<file path="config.mk">
export PLATFORM = sky130hd
export DESIGN_NAME = decode_stage
export DESIGN_NICKNAME = d
export VERILOG_FILES = /design/src/rtl/pkg_config.sv /design/src/rtl/imm_gen.sv /design/src/rtl/decode_stage.sv
export SDC_FILE = /design/constraint.sdc
export NUM_CORES = 1
export LEC_CHECK = 0
export BUFFER_PORTS_ARGS = -buffer_cell sky130_fd_sc_hd__buf_2
export CAP_MARGIN = 5
export CORE_ASPECT_RATIO = 2
export CORE_UTILIZATION = 25
export DETAILED_ROUTE_END_ITERATION = 10
export PLACE_DENSITY = 0.52
export SKIP_CTS_REPAIR_TIMING = 1
export SLEW_MARGIN = 10
export SYNTH_ARGS = -nofsm -noshare
export SYNTH_HDL_FRONTEND = slang
export SYNTH_SLANG_ARGS = --single-unit
export TNS_END_PERCENT = 5
</file>
<file path="constraint.sdc">
create_clock -name clk_i -period 12.7 [get_ports clk_i]
set_input_delay 0.635 -clock clk_i [delete_from_list [all_inputs] [get_ports clk_i]]
set_output_delay 0.635 -clock clk_i [all_outputs]
set_load 0.005 [all_outputs]
</file>
<file path="src/rtl/pkg_config.sv">
// Shared configuration for the RV32I core: datapath sizes, base opcodes and
// immediate format classes.
package pkg_config;

   localparam int CFG_DATA_WIDTH   = 32;
   localparam int CFG_NUM_REGISTER = 32;

   localparam logic [6:0] OPC_OP       = 7'b0110011;
   localparam logic [6:0] OPC_OP_IMM   = 7'b0010011;
   localparam logic [6:0] OPC_LOAD     = 7'b0000011;
   localparam logic [6:0] OPC_STORE    = 7'b0100011;
   localparam logic [6:0] OPC_BRANCH   = 7'b1100011;
   localparam logic [6:0] OPC_JAL      = 7'b1101111;
   localparam logic [6:0] OPC_JALR     = 7'b1100111;
   localparam logic [6:0] OPC_LUI      = 7'b0110111;
   localparam logic [6:0] OPC_AUIPC    = 7'b0010111;
   localparam logic [6:0] OPC_SYSTEM   = 7'b1110011;
   localparam logic [6:0] OPC_MISC_MEM = 7'b0001111;

   typedef enum logic [2:0] {
      IMM_I,
      IMM_S,
      IMM_B,
      IMM_U,
      IMM_J,
      IMM_NONE
   } imm_type_e;

endpackage

</file>
<file path="src/rtl/imm_gen.sv">
// Combinational RV32I immediate generator: classifies the opcode, builds the
// 32-bit sign-extended immediate and flags unsupported encodings.
module imm_gen
   import pkg_config::*;
(
   input  logic [31:0] i_instr,
   output imm_type_e   o_imm_type,
   output logic [31:0] o_imm,
   output logic        o_illegal
);

   imm_type_e w_type;
   logic      w_illegal;

   // Every supported opcode ends in 2'b11, so bad low bits land in default.
   always_comb begin
      w_type    = IMM_NONE;
      w_illegal = 1'b0;
      case (i_instr[6:0])
         OPC_OP_IMM, OPC_LOAD, OPC_JALR, OPC_SYSTEM: w_type = IMM_I;
         OPC_STORE:                                  w_type = IMM_S;
         OPC_BRANCH:                                 w_type = IMM_B;
         OPC_LUI, OPC_AUIPC:                         w_type = IMM_U;
         OPC_JAL:                                    w_type = IMM_J;
         OPC_OP, OPC_MISC_MEM:                       w_type = IMM_NONE;
         default:                                    w_illegal = 1'b1;
      endcase
   end

   always_comb begin
      o_imm = '0;
      case (w_type)
         IMM_I: o_imm = {{20{i_instr[31]}}, i_instr[31:20]};
         IMM_S: o_imm = {{20{i_instr[31]}}, i_instr[31:25], i_instr[11:7]};
         IMM_B: o_imm = {{19{i_instr[31]}}, i_instr[31], i_instr[7],
                         i_instr[30:25], i_instr[11:8], 1'b0};
         IMM_U: o_imm = {i_instr[31:12], 12'b0};
         IMM_J: o_imm = {{11{i_instr[31]}}, i_instr[31], i_instr[19:12],
                         i_instr[20], i_instr[30:21], 1'b0};
         default: o_imm = '0;
      endcase
   end

   assign o_imm_type = w_type;
   assign o_illegal  = w_illegal;

endmodule

</file>
<file path="src/rtl/decode_stage.sv">
// RV32I decode stage: register file read, writeback bypass/snoop, immediate
// generation and the ID/EX pipeline register with a valid/ready handshake.
module decode_stage
   import pkg_config::*;
#(
   parameter int DATA_WIDTH   = CFG_DATA_WIDTH,
   parameter int NUM_REGISTER = CFG_NUM_REGISTER,
   parameter int REG_ADDR_W   = $clog2(NUM_REGISTER)
)(
   input  logic                  clk_i,
   input  logic                  rst_i,
   input  logic                  if_valid_i,
   output logic                  if_ready_o,
   input  logic [31:0]           if_instr_i,
   input  logic [DATA_WIDTH-1:0] if_pc_i,
   output logic [REG_ADDR_W-1:0] rs1_addr_o,
   output logic [REG_ADDR_W-1:0] rs2_addr_o,
   input  logic [DATA_WIDTH-1:0] rs1_data_i,
   input  logic [DATA_WIDTH-1:0] rs2_data_i,
   input  logic                  wb_we_i,
   input  logic [REG_ADDR_W-1:0] wb_addr_i,
   input  logic [DATA_WIDTH-1:0] wb_data_i,
   input  logic                  flush_i,
   output logic                  ex_valid_o,
   input  logic                  ex_ready_i,
   output logic [DATA_WIDTH-1:0] ex_pc_o,
   output logic [DATA_WIDTH-1:0] ex_rs1_o,
   output logic [DATA_WIDTH-1:0] ex_rs2_o,
   output logic [DATA_WIDTH-1:0] ex_imm_o,
   output logic [REG_ADDR_W-1:0] ex_rd_addr_o,
   output logic [6:0]            ex_opcode_o,
   output logic [2:0]            ex_funct3_o,
   output logic                  ex_funct7b5_o,
   output logic                  ex_illegal_o
);

   logic                  r_valid;
   logic [DATA_WIDTH-1:0] r_pc, r_rs1, r_rs2, r_imm;
   logic [REG_ADDR_W-1:0] r_rd, r_rs1_addr, r_rs2_addr;
   logic [6:0]            r_opc;
   logic [2:0]            r_f3;
   logic                  r_f7b5, r_ill;

   imm_type_e             w_imm_type;
   logic [31:0]           w_imm32;
   logic                  w_illegal, w_accept, w_no_rd;
   logic [REG_ADDR_W-1:0] w_rs1_addr, w_rs2_addr, w_rd;
   logic [DATA_WIDTH-1:0] w_rs1, w_rs2, w_imm;

   imm_gen u_imm_gen (
      .i_instr    (if_instr_i),
      .o_imm_type (w_imm_type),
      .o_imm      (w_imm32),
      .o_illegal  (w_illegal)
   );

   // The register file writes at the same edge we capture, so a matching
   // writeback must be forwarded or the old value would be latched.
   function automatic logic [DATA_WIDTH-1:0] f_capture(
      input logic [REG_ADDR_W-1:0] addr,
      input logic [DATA_WIDTH-1:0] rf_data,
      input logic                  we,
      input logic [REG_ADDR_W-1:0] wa,
      input logic [DATA_WIDTH-1:0] wd
   );
      if (addr == '0)             return '0;
      else if (we && (wa == addr)) return wd;
      else                         return rf_data;
   endfunction

   assign w_rs1_addr = if_instr_i[19:15];
   assign w_rs2_addr = if_instr_i[24:20];
   assign rs1_addr_o = w_rs1_addr;
   assign rs2_addr_o = w_rs2_addr;

   assign if_ready_o = flush_i | ~r_valid | ex_ready_i;
   assign w_accept   = if_valid_i & if_ready_o & ~flush_i;

   assign w_no_rd = w_illegal | (w_imm_type == IMM_S) | (w_imm_type == IMM_B)
                  | (if_instr_i[6:0] == OPC_MISC_MEM);
   assign w_rd    = w_no_rd ? '0 : if_instr_i[11:7];
   assign w_imm   = DATA_WIDTH'($signed(w_imm32));
   assign w_rs1   = f_capture(w_rs1_addr, rs1_data_i, wb_we_i, wb_addr_i, wb_data_i);
   assign w_rs2   = f_capture(w_rs2_addr, rs2_data_i, wb_we_i, wb_addr_i, wb_data_i);

   always_ff @(posedge clk_i or posedge rst_i) begin
      if (rst_i) begin
         r_valid    <= 1'b0;
         r_pc       <= '0;
         r_rs1      <= '0;
         r_rs2      <= '0;
         r_imm      <= '0;
         r_rd       <= '0;
         r_rs1_addr <= '0;
         r_rs2_addr <= '0;
         r_opc      <= '0;
         r_f3       <= '0;
         r_f7b5     <= 1'b0;
         r_ill      <= 1'b0;
      end else begin
         if (flush_i)         r_valid <= 1'b0;
         else if (w_accept)   r_valid <= 1'b1;
         else if (ex_ready_i) r_valid <= 1'b0;

         if (w_accept) begin
            r_pc       <= if_pc_i;
            r_rs1      <= w_rs1;
            r_rs2      <= w_rs2;
            r_imm      <= w_imm;
            r_rd       <= w_rd;
            r_rs1_addr <= w_rs1_addr;
            r_rs2_addr <= w_rs2_addr;
            r_opc      <= if_instr_i[6:0];
            r_f3       <= if_instr_i[14:12];
            r_f7b5     <= if_instr_i[30];
            r_ill      <= w_illegal;
         end else begin
            // Held operands track later writebacks, used or not.
            if (wb_we_i && (wb_addr_i != '0) && (wb_addr_i == r_rs1_addr))
               r_rs1 <= wb_data_i;
            if (wb_we_i && (wb_addr_i != '0) && (wb_addr_i == r_rs2_addr))
               r_rs2 <= wb_data_i;
         end
      end
   end

   assign ex_valid_o    = r_valid;
   assign ex_pc_o       = r_pc;
   assign ex_rs1_o      = r_rs1;
   assign ex_rs2_o      = r_rs2;
   assign ex_imm_o      = r_imm;
   assign ex_rd_addr_o  = r_rd;
   assign ex_opcode_o   = r_opc;
   assign ex_funct3_o   = r_f3;
   assign ex_funct7b5_o = r_f7b5;
   assign ex_illegal_o  = r_ill;

endmodule

</file>
==> results of run 1 <==
worst max-delay path: stages, from the launching register on:
cell and delay [ns]:
dfrtp_1 0.37, nor2b_1 0.18, nor2_4 0.11, buf_4 0.61
o211a_1 1.07, nand2_1 0.14, a2bb2oi_1 0.19
sequential cells by signal, summed over array words and instances (netlist names):
name and flops:
ex_rs2_o 32, ex_rs1_o 32, ex_pc_o 32, ex_funct7b5_o 1
ex_funct3_o 3, r_rs1_addr 5, ex_rd_addr_o 5, ex_opcode_o 7
ex_imm_o 32, ex_illegal_o 1, ex_valid_o 1, r_rs2_addr 5
layer usage:
layer	global-route usage (%)	up-vias	part of all wire [%]
li1	-	3246	-
met1	17.5	3298	36
met2	33.4	198	57
met3	3.20	44	4.0
met4	8.40	0	3.0
met5	0	-	0
cell usage in the layout (no fill, tap or decap), drive strengths merged, types with 7 or more instances in the layout:
| cell | synthesis | routed |
|---|---|---|
| a21oi | 25 | 25 |
| a2bb2oi | 62 | 62 |
| a22o | 14 | 14 |
| clkbuf | 33 | 19 |
| inv | 5 | 7 |
| xnor2 | 14 | 14 |
| nor2 | 18 | 18 |
| nand2 | 251 | 251 |
| o21ai | 94 | 94 |
| dfrtp | 156 | 156 |
| buf | 37 | 337 |
metrics by stage:
step	area, um^2	cells	utilization (%)	hold slack (ns)	worst slack [ns]
2_1_floorplan	7440	783	-	0.465	7.86
6_report	9880	1449	33.6	0.381	9.90
3_3_place_gp	9280	1414	31.6	0.455	9.51
4_1_cts	9870	1446	33.6	0.351	9.83
5_1_grt	9880	1448	33.6	0.372	9.61
3_5_place_dp	9280	1414	31.6	0.457	9.45
power groups by stage:
stage	Clock (mW)	Combinational, mW	Sequential (mW)
5_1_grt	0.556	0.324	0.618
4_1_cts	0.539	0.298	0.609
3_5_place_dp	0	0.297	0.618
3_3_place_gp	0	0.293	0.617
6_report	0.521	0.290	0.609
2_1_floorplan	0	0.149	0.620
logic make-up (layout without fill, tap and decap cells):
family | count (synthesis) | count (layout) | synth area share [%]
buf+inv | 75 | 374 | 5.43
simple gates | 309 | 309 | 17.1
mux | 3 | 3 | 0.404
other cells | 0 | 3 | 0
flops | 156 | 156 | 52.5
xor+xnor | 20 | 20 | 2.35
compound gates | 220 | 220 | 22.2
cell type report:
class	count	area, um^2
fill	3165	19500
sequential	156	3900
tap	364	455
antenna	3	7.51
multi-input combinational	552	3180
clock inverter	13	141
inverter	5	23.8
timing repair buffer	337	1710
clock buffer	19	453
worst min path at each step:
| stage | slack (ns) | startpoint | to |
|---|---|---|---|
| final | 0.38 | if_pc_i[20] | ex_pc_o[20] |
| after global routing | 0.37 | if_pc_i[14] | ex_pc_o[14] |
| after CTS | 0.35 | if_pc_i[23] | ex_pc_o[23] |
| after detailed placement | 0.46 | ex_pc_o[0] | ex_pc_o[0] |
| after global placement | 0.45 | ex_pc_o[26] | ex_pc_o[26] |
| after floorplan | 0.47 | r_rs1_addr[4] | r_rs1_addr[4] |
==> impl_metrics.py, run 1 <==
metrics = {
    "sta": {
        "fin_setup_tns_ns": 0,
        "period_share_pct": 22.1,
        "setup_viol": 0,
        "report.final.slew_viol_count": 0,
        "fmax_ghz": 0.357,
        "max_slew_margin_pct": 19.2,
        "min_period_ns": 2.80,
        "grt_setup_unrepaired": "false",
        "finalHoldViolations": 0,
        "finClkSkew_ns": 0.00841,
        "max_slew.worst_pin.slew_ns": 1.21,
    },
    "critical_path": {
        "cp.arrival_ns": 3.17,
        "regToRegSetupSlack_ns": 9.90,
        "r2r-start": "ex_valid_o",
        "r2r_end": "ex_rs1_o[20]",
        "critPathMaxFanout": 67,
        "r2r_cells": 6,
        "crit_path_end_kind": "flip-flop",
        "startpoint_type": "flip-flop",
        "crit_path_start": "ex_valid_o",
        "worstPathRequired_ns": 13.06,
        "endpoint": "ex_rs1_o[20]",
        "critPathKind": "flip-flop to flip-flop",
    },
    "floorplan": {
        "die_area_um2": 30500,
        "num_rows": 89,
        "coreArea_um2": 29400,
        "fp.dieW_um": 124,
        "pin_count": 328,
        "start_util_pct": 25.3,
        "die_y_um": 246,
    },
    "power_and_ir_drop": {
        "power_mw": 1.42,
        "cellLeakagePower_nw": 4.93,
        "ir_worst_vdd_mv": 0.0829,
        "power_switching_mw": 0.412,
        "combPwrFrac_pct": 20.4,
        "power_frac_seq_pct": 42.9,
        "clkPwrFrac_pct": 36.7,
        "sw_frac_of_total_pct": 29.0,
        "power.density_nw_per_um2": 144,
        "internal_power_mw": 1.01,
    },
    "global_route": {
        "grt_max_degree": 95,
        "grt-ovfl-total": 0,
        "antenna_found_initial": 2,
        "grt_pass1_wl_mm": 38.8,
        "grt_pass1_vias": 6788,
        "grtUsageTotal_pct": 17.5,
    },
    "yosys": {
        "seq_area_frac_synth_pct": 52.5,
        "ys_ff_latch": 156,
        "synth_top_area_share_pct": 52.5,
        "yosys-top-cells-count": "nand2_1 (251), dfrtp_1 (156), o21ai_0 (81)",
        "ys_types": 51,
        "synth.most_common_cell": "nand2_1",
        "yosysTopAreaCell": "dfrtp_1",
        "synth_area_leaders": "dfrtp_1 (52%), nand2_1 (13%), a2bb2oi_2 (6.1%), o21ai_0 (5.4%), a2bb2oi_1 (3.8%)",
        "syn-mean-instance-area_um2": 9.50,
        "synth_edf_count": 0,
        "synth.cell_area_um2": 7440,
        "syn_inst": 783,
        "synth_ff_type": "dfrtp_1",
        "synth_fp_nets": 954,
        "synthArstFlopShare_pct": 100,
        "ys_warn_count": 0,
    },
    "cts": {
        "clock_path_buffers": 2,
        "cts_root_buffer": "clkbuf_16",
        "cts_htree_levels": 4,
        "clk_latency_ns": 0.44,
        "clock-sinks": 156,
        "cts_tree": "done",
        "clk_pin_slew_worst_paths_ns": 0.06,
        "cts_buffers": 17,
    },
    "drt": {
        "vias": 6786,
        "totalWireLength_mm": 26.5,
        "dr.pass1.iters": 4,
        "drt_iter0_drc": 331,
        "drc": 0,
        "vias_per_cell": 4.68,
        "ant_nets": 0,
        "post_drt_wl_per_cell_um": 18.3,
    },
    "worst_hold_path": {
        "hp-class": "input port to flip-flop",
        "hold_depth": 3,
    },
    "placed_design": {
        "routabilityCongestion": 0.836,
        "port_buffers": 327,
        "detailed_place_hpwl_mm": 19.7,
    },
    "layout": {
        "final_nets": 1240,
        "area_delta_synth_final_pct": 32.8,
        "final_layout_size_suffix_gt1_share_pct": 38.1,
    },
    "outcome": {
        "status": "complete, no violations",
    },
    "job": {
        "drv_cap": 0,
    },
}
Note: power is estimated with default switching activity, not from simulation.
==> run 2, diff against run 1 <==
--- a/config.mk
+++ b/config.mk
@@ -10,7 +10,7 @@
 export CORE_ASPECT_RATIO = 2
 export CORE_UTILIZATION = 25
 export DETAILED_ROUTE_END_ITERATION = 10
-export PLACE_DENSITY = 0.52
+export PLACE_DENSITY = 0.53
 export SKIP_CTS_REPAIR_TIMING = 1
 export SLEW_MARGIN = 10
 export SYNTH_ARGS = -nofsm -noshare
==> constraint.sdc (replaced) <==
create_clock -name clk_i -period 2.4 [get_ports clk_i]
set_input_delay 0.12 -clock clk_i [delete_from_list [all_inputs] [get_ports clk_i]]
set_output_delay 0.12 -clock clk_i [all_outputs]
set_load 0.005 [all_outputs]
==> run 2 against run 1 <==
  * The run now ends with hold timing left
  * Final area grew 13%
  * Global-route usage up 0.070 points
  * Clock power rose to 5.7 times the previous value
  * Wire length up 5.5%
  * Clock skew up 0.0038 ns
  * Die area unchanged
  * Critical path type unchanged
  * Critical endpoint is now ex_imm_o[26]
  * Highest routed layer is now met5
==> impl_metrics.py, run 2 (synthesis results as in run 1) <==
metrics = {
    "critical_path": {
        "crit_path_end_kind": "flip-flop",
        "r2r-start": "ex_valid_o",
        "cp.arrival_ns": 2.31,
        "r2r_end": "ex_imm_o[26]",
        "r2r_cells": 6,
        "critPathKind": "flip-flop to flip-flop",
        "startpoint_type": "flip-flop",
        "critPathMaxFanout": 8,
        "regToRegSetupSlack_ns": 0.42,
        "worstPathRequired_ns": 2.72,
    },
    "global_route": {
        "grtUsageTotal_pct": 17.6,
        "grt_pass1_wl_mm": 39.3,
        "grt.busiest_layer": "met2",
        "grt_max_degree": 77,
        "grt_util_met1_pct": 18.6,
        "antenna_found_initial": 3,
        "grtUsageMet2_pct": 32.2,
        "grt_pass1_vias": 6903,
        "grt-ovfl-total": 0,
        "use_met3_pct": 3.85,
    },
    "layout": {
        "final_cell_count_no_fill": 1574,
        "final_nets": 1368,
        "nFillCells": 3023,
        "final_cell_mix": "buf_2 (327), nand2_1 (251), dfrtp_1 (156)",
        "final_common_cell": "buf_2",
        "area_delta_synth_final_pct": 50.7,
        "final_layout_size_suffix_gt1_share_pct": 34.9,
    },
    "cts": {
        "clock-sinks": 156,
        "cts_tree": "done",
        "clock_path_buffers": 2,
        "clk_latency_ns": 0.45,
        "cts_root_buffer": "clkbuf_16",
        "cts_buffers": 17,
        "cts_htree_levels": 4,
        "clk_pin_slew_worst_paths_ns": 0.07,
    },
    "floorplan": {
        "start_util_pct": 25.3,
        "num_rows": 89,
        "pin_count": 328,
        "die_y_um": 246,
        "die_area_um2": 30500,
        "coreArea_um2": 29400,
        "fp.dieW_um": 124,
    },
    "placed_design": {
        "port_buffers": 327,
        "routabilityCongestion": 0.798,
        "dpl.cell_count": 1427,
        "detailed_place_hpwl_mm": 19.8,
    },
    "drt": {
        "totalWireLength_mm": 28.0,
        "drc": 0,
        "drt_iter0_drc": 315,
        "vias": 7395,
        "ant_nets": 0,
        "vias_per_cell": 4.70,
        "post_drt_wl_per_cell_um": 17.8,
        "dr.pass1.iters": 6,
    },
    "sta": {
        "period_share_pct": 82.6,
        "grt_setup_unrepaired": "false",
        "finClkSkew_ns": 0.0122,
        "min_period_ns": 1.98,
        "whs_ns": -0.00723,
        "max_slew.worst_pin.slew_ns": 0.639,
        "max_slew_margin_pct": 57.2,
        "fin_setup_tns_ns": 0,
        "report.final.slew_viol_count": 0,
        "fmax_ghz": 0.504,
        "finalHoldViolations": 2,
        "setup_viol": 0,
    },
    "power_and_ir_drop": {
        "cellLeakagePower_nw": 5.53,
        "power.density_nw_per_um2": 708,
        "ir_worst_vdd_mv": 0.471,
    },
    "job": {
        "drv_cap": 0,
    },
    "worst_hold_path": {
        "hp-class": "input port to flip-flop",
        "holdPathEnd": "ex_imm_o[31]",
        "hp-start": "if_instr_i[31]",
        "hold_depth": 3,
    },
    "outcome": {
        "failed_checks": "hold timing",
        "status": "finished, violations left",
    },
}
==> run 2: cell types whose count changed in the layout (fill, tap and decap cells not counted), moves of 2 or more <==
cell	previous run	this run
dlygate4sd3_1	0	115
clkinv_2	2	4
bufinv_16	2	5
buf_4	10	19
buf_12	0	4
inv_6	3	1
clkinvlp_4	6	1
clkbuf_8	2	0
==> run 2: area by class of cell <==
type	count	area, um^2	share of cell area [%]
timing repair buffer	465	3010	26.9
clock buffer	18	429	3.83
multi-input combinational	552	3180	28.4
inverter	5	22.5	0.201
antenna	2	5.00	0.0447
sequential	156	3900	34.8
clock inverter	12	196	1.75
tap	364	455	4.06
==> run 2: worst max path at each step <==
stage / startpoint / to / slack (ns) / depth (start not counted)
after global routing: ex_valid_o / ex_imm_o[27] / 0.27 / 6
after floorplan: rst_i / ex_funct3_o[0] / 0.31 / 1
after global placement: ex_valid_o / ex_imm_o[26] / 0.50 / 6
final: ex_valid_o / ex_imm_o[26] / 0.42 / 6
after CTS: ex_valid_o / ex_imm_o[26] / 0.43 / 6
after detailed placement: ex_valid_o / ex_imm_o[26] / 0.46 / 6
==> run 2: metal layers <==
metal / wire length (um) / share of wire, % / vias to the layer above
met3: 1310 / 4.7 / 63
li1: - / - / 3496
met2: 15400 / 55 / 261
met5: 13 / 0.046 / -
met1: 10300 / 37 / 3573
met4: 893 / 3.2 / 2
==> run 2: power breakdown <==
part,internal (mW),switching (mW)
registers,3.00,0.223
clock network,1.83,1.16
logic,0.890,0.833
==> run 2: worst max-delay path, stage by stage (launching register included) <==
cell,delay (ns)
dfrtp_1,0.34
nor2b_1,0.34
or2_4,0.25
nor3_1,0.07
a31oi_1,0.50
buf_4,0.28
o21ai_0,0.10
==> run 2: metrics by stage <==
| step | util [%] | setup WS, ns | cell area, um^2 | hold WS [ns] | power (mW) |
|---|---|---|---|---|---|
| final | 38.1 | 0.417 | 11200 | -0.00723 | 7.94 |
| after global routing | 38.1 | 0.271 | 11200 | 0.00356 | 8.34 |
| after CTS | 34.2 | 0.434 | 10100 | -0.333 | 7.91 |
| after detailed placement | 32.1 | 0.464 | 9430 | 0.150 | 4.86 |
| after global placement | 32.1 | 0.503 | 9430 | 0.146 | 4.84 |
| after floorplan | - | 0.307 | 7440 | 0.225 | 4.07 |
==> run 3, diff against run 2 <==
--- a/config.mk
+++ b/config.mk
@@ -5,12 +5,13 @@
 export SDC_FILE = /design/constraint.sdc
 export NUM_CORES = 1
 export LEC_CHECK = 0
+export ABC_AREA = 1
 export BUFFER_PORTS_ARGS = -buffer_cell sky130_fd_sc_hd__buf_2
 export CAP_MARGIN = 5
 export CORE_ASPECT_RATIO = 2
 export CORE_UTILIZATION = 25
 export DETAILED_ROUTE_END_ITERATION = 10
-export PLACE_DENSITY = 0.53
+export PLACE_DENSITY = 0.5
 export SKIP_CTS_REPAIR_TIMING = 1
 export SLEW_MARGIN = 10
 export SYNTH_ARGS = -nofsm -noshare
==> constraint.sdc (replaced) <==
create_clock -name clk_i -period 1.9 [get_ports clk_i]
set_input_delay 0.095 -clock clk_i [delete_from_list [all_inputs] [get_ports clk_i]]
set_output_delay 0.095 -clock clk_i [all_outputs]
set_load 0.005 [all_outputs]
==> run 3 against run 2 <==
  * The run still ends with hold timing left
  * Die area grew 18%
  * Sequential power grew 25%
  * Worst setup slack worse by 0.20 ns
  * Clock power is 24% higher
  * First-iteration DRC count up 36%
  * Register-to-register slack got worse by 0.14 ns
  * Synthesized area is 18% higher
  * Non-clock buffer count decreased by 58
  * Global-route usage is 1.4 points higher
  * Via count increased by 27%
  * Critical path type is now input port to flip-flop
  * Largest cell class unchanged
==> impl_metrics.py, run 3 <==
metrics = {
    "layout": {
        "nFillCells": 3747,
        "final_common_cell": "nand2_1",
        "final_layout_size_suffix_gt1_share_pct": 25.5,
        "final_cell_mix": "nand2_1 (575), buf_2 (327), dfrtp_1 (156)",
        "multi_input_area_um2": 3880,
        "final_cell_count_no_fill": 2076,
        "final_nets": 1791,
        "seq_area_um2": 3900,
        "fin_area_um2": 12000,
        "area_delta_synth_final_pct": 36.2,
        "fin_util_pct": 34.8,
    },
    "placed_design": {
        "routabilityCongestion": 0.864,
        "placed_area_um2": 10800,
        "port_buffers": 327,
        "dpl.cell_count": 1986,
        "detailed_place_hpwl_mm": 25.2,
    },
    "cts": {
        "clk_latency_ns": 0.45,
        "clock_path_buffers": 2,
        "cts_root_buffer": "clkbuf_16",
        "cts_tree": "done",
        "clk_pin_slew_worst_paths_ns": 0.08,
        "cts_htree_levels": 4,
        "cts_buffers": 17,
        "clock-sinks": 156,
    },
    "yosys": {
        "yosysTopAreaCell": "dfrtp_1",
        "synth_ff_type": "dfrtp_1",
        "syn_inst": 1276,
        "synth.cell_area_um2": 8800,
        "seq_area_frac_synth_pct": 44.4,
        "ys_ff_latch": 156,
        "synth.most_common_cell": "nand2_1",
        "synth_fp_nets": 1447,
        "synth_top_area_share_pct": 44.4,
        "synth_edf_count": 0,
        "synth_area_leaders": "dfrtp_1 (44%), nand2_1 (25%), inv_1 (5.6%), nand3_1 (4.5%), nor2_1 (2.9%)",
        "ys_warn_count": 0,
        "synthArstFlopShare_pct": 100,
        "ys_types": 30,
        "yosys-top-cells-count": "nand2_1 (575), dfrtp_1 (156), inv_1 (132)",
        "syn-mean-instance-area_um2": 6.90,
    },
    "floorplan": {
        "fp.dieW_um": 135,
        "pin_count": 328,
        "num_rows": 96,
        "start_util_pct": 25.5,
        "die_area_um2": 36000,
        "coreArea_um2": 34500,
        "die_y_um": 267,
    },
    "sta": {
        "max_slew.worst_pin.slew_ns": 0.640,
        "finClkSkew_ns": 0.0101,
        "min_period_ns": 1.68,
        "period_share_pct": 88.6,
        "finalHoldViolations": 7,
        "max_slew_margin_pct": 57.2,
        "setup_viol": 0,
        "whs_ns": -0.0210,
        "grt_setup_unrepaired": "false",
        "report.final.slew_viol_count": 0,
        "fmax_ghz": 0.594,
    },
    "critical_path": {
        "crit_path_end_kind": "flip-flop",
        "critPathKind": "input port to flip-flop",
        "path_buf_inv": 2,
        "crit_chain": "dlygate4sd3_1, buf_2, nand2_2, nor3_2, nand2_1, nand2_1, a21oi_1, nand2_1, nand2_1, nand2_1",
        "critPathSlowestCell": "dlygate4sd3_1",
        "startpoint_type": "input port",
        "cp.arrival_ns": 2.08,
        "worstPathRequired_ns": 2.30,
        "cp_top_family": "simple AND/OR/NAND/NOR gates",
        "crit_path_frequent_cell": "nand2_1",
        "critPathMaxFanout": 8,
        "slowest_delay_ns": 0.52,
    },
    "worst_hold_path": {
        "hp-class": "input port to flip-flop",
    },
    "power_and_ir_drop": {
        "ir_worst_vdd_mv": 0.621,
        "cellLeakagePower_nw": 7.06,
        "power.density_nw_per_um2": 819,
    },
    "global_route": {
        "grtUsageTotal_pct": 18.9,
        "grt_max_degree": 99,
        "grt-ovfl-total": 0,
        "grt_pass1_vias": 9092,
        "antenna_found_initial": 3,
        "grt_pass1_wl_mm": 50.9,
    },
    "drt": {
        "post_drt_wl_per_cell_um": 16.6,
        "drc": 0,
        "ant_nets": 0,
        "drt_iter0_drc": 429,
        "vias_per_cell": 4.51,
        "dr.pass1.iters": 6,
        "vias": 9362,
        "totalWireLength_mm": 34.4,
    },
    "outcome": {
        "failed_checks": "hold timing",
        "status": "finished, violations left",
    },
    "job": {
        "drv_cap": 0,
    },
}
## run 3: power breakdown
group	internal [mW]	total, mW	switching (mW)
logic	0.883	2.07	1.19
registers	3.76	4.04	0.283
clock network	2.02	3.70	1.68
total	6.66	9.82	3.15
## run 3: worst paths after layout
path,end,cells past startpoint,start,slack [ns]
min reg2reg,ex_imm_o[25],2,ex_imm_o[25],0.48
max,ex_imm_o[19],10,if_instr_i[1],0.22
min,ex_opcode_o[2],3,if_instr_i[2],-0.02
min in group asynchronous,ex_rs1_o[6],4,rst_i,0.31
max in group asynchronous,ex_imm_o[2],4,rst_i,1.05
max reg2reg,ex_rs1_o[6],6,ex_valid_o,0.28
## run 3: routing by layer
metal	GRT usage (%)	wire (um)	up-vias
met4	10.4	1400	2
met5	0	14	-
met1	18.4	11900	4351
li1	-	-	4601
met2	36.7	19500	336
met3	3.60	1600	72
## run 3: per-stage QoR
step	hold WS, ns	setup WS, ns	setup TNS, ns	power, mW
after CTS	-0.260	0.217	0	9.91
after global placement	0.239	0.259	0	6.10
after floorplan	0.205	-0.168	-26.19	5.05
final	-0.0210	0.216	0	9.82
after global routing	0.00131	0.0558	0	10.3
after detailed placement	0.242	0.228	0	6.11
## run 3: logic make-up after synthesis
logic type / Yosys count / share of synthesized area [%]
flip-flops: 156 / 44.4
AND/OR/NAND/NOR: 787 / 37.5
AO/OA/AOI/OAI: 99 / 5.63
buffers and inverters: 225 / 11.6
XOR/XNOR: 9 / 0.896
## run 3: area by class of cell
cell class | count | area share (%)
flip-flops and latches | 156 | 32.6
multi-input cells | 895 | 32.4
repair buffers | 407 | 20.7
well taps | 441 | 4.60
inverters | 143 | 4.51
clock buffers | 17 | 3.55
clock inverters | 15 | 1.67
diodes | 2 | 0.0418
## run 3: worst register-to-register path, stage by stage, from the launching register on
cell	delay [ns]
dfrtp_1	0.35
nand3_2	0.12
nand3_4	0.13
buf_4	0.24
buf_4	0.35
o21ai_0	0.17
a21oi_1	0.16
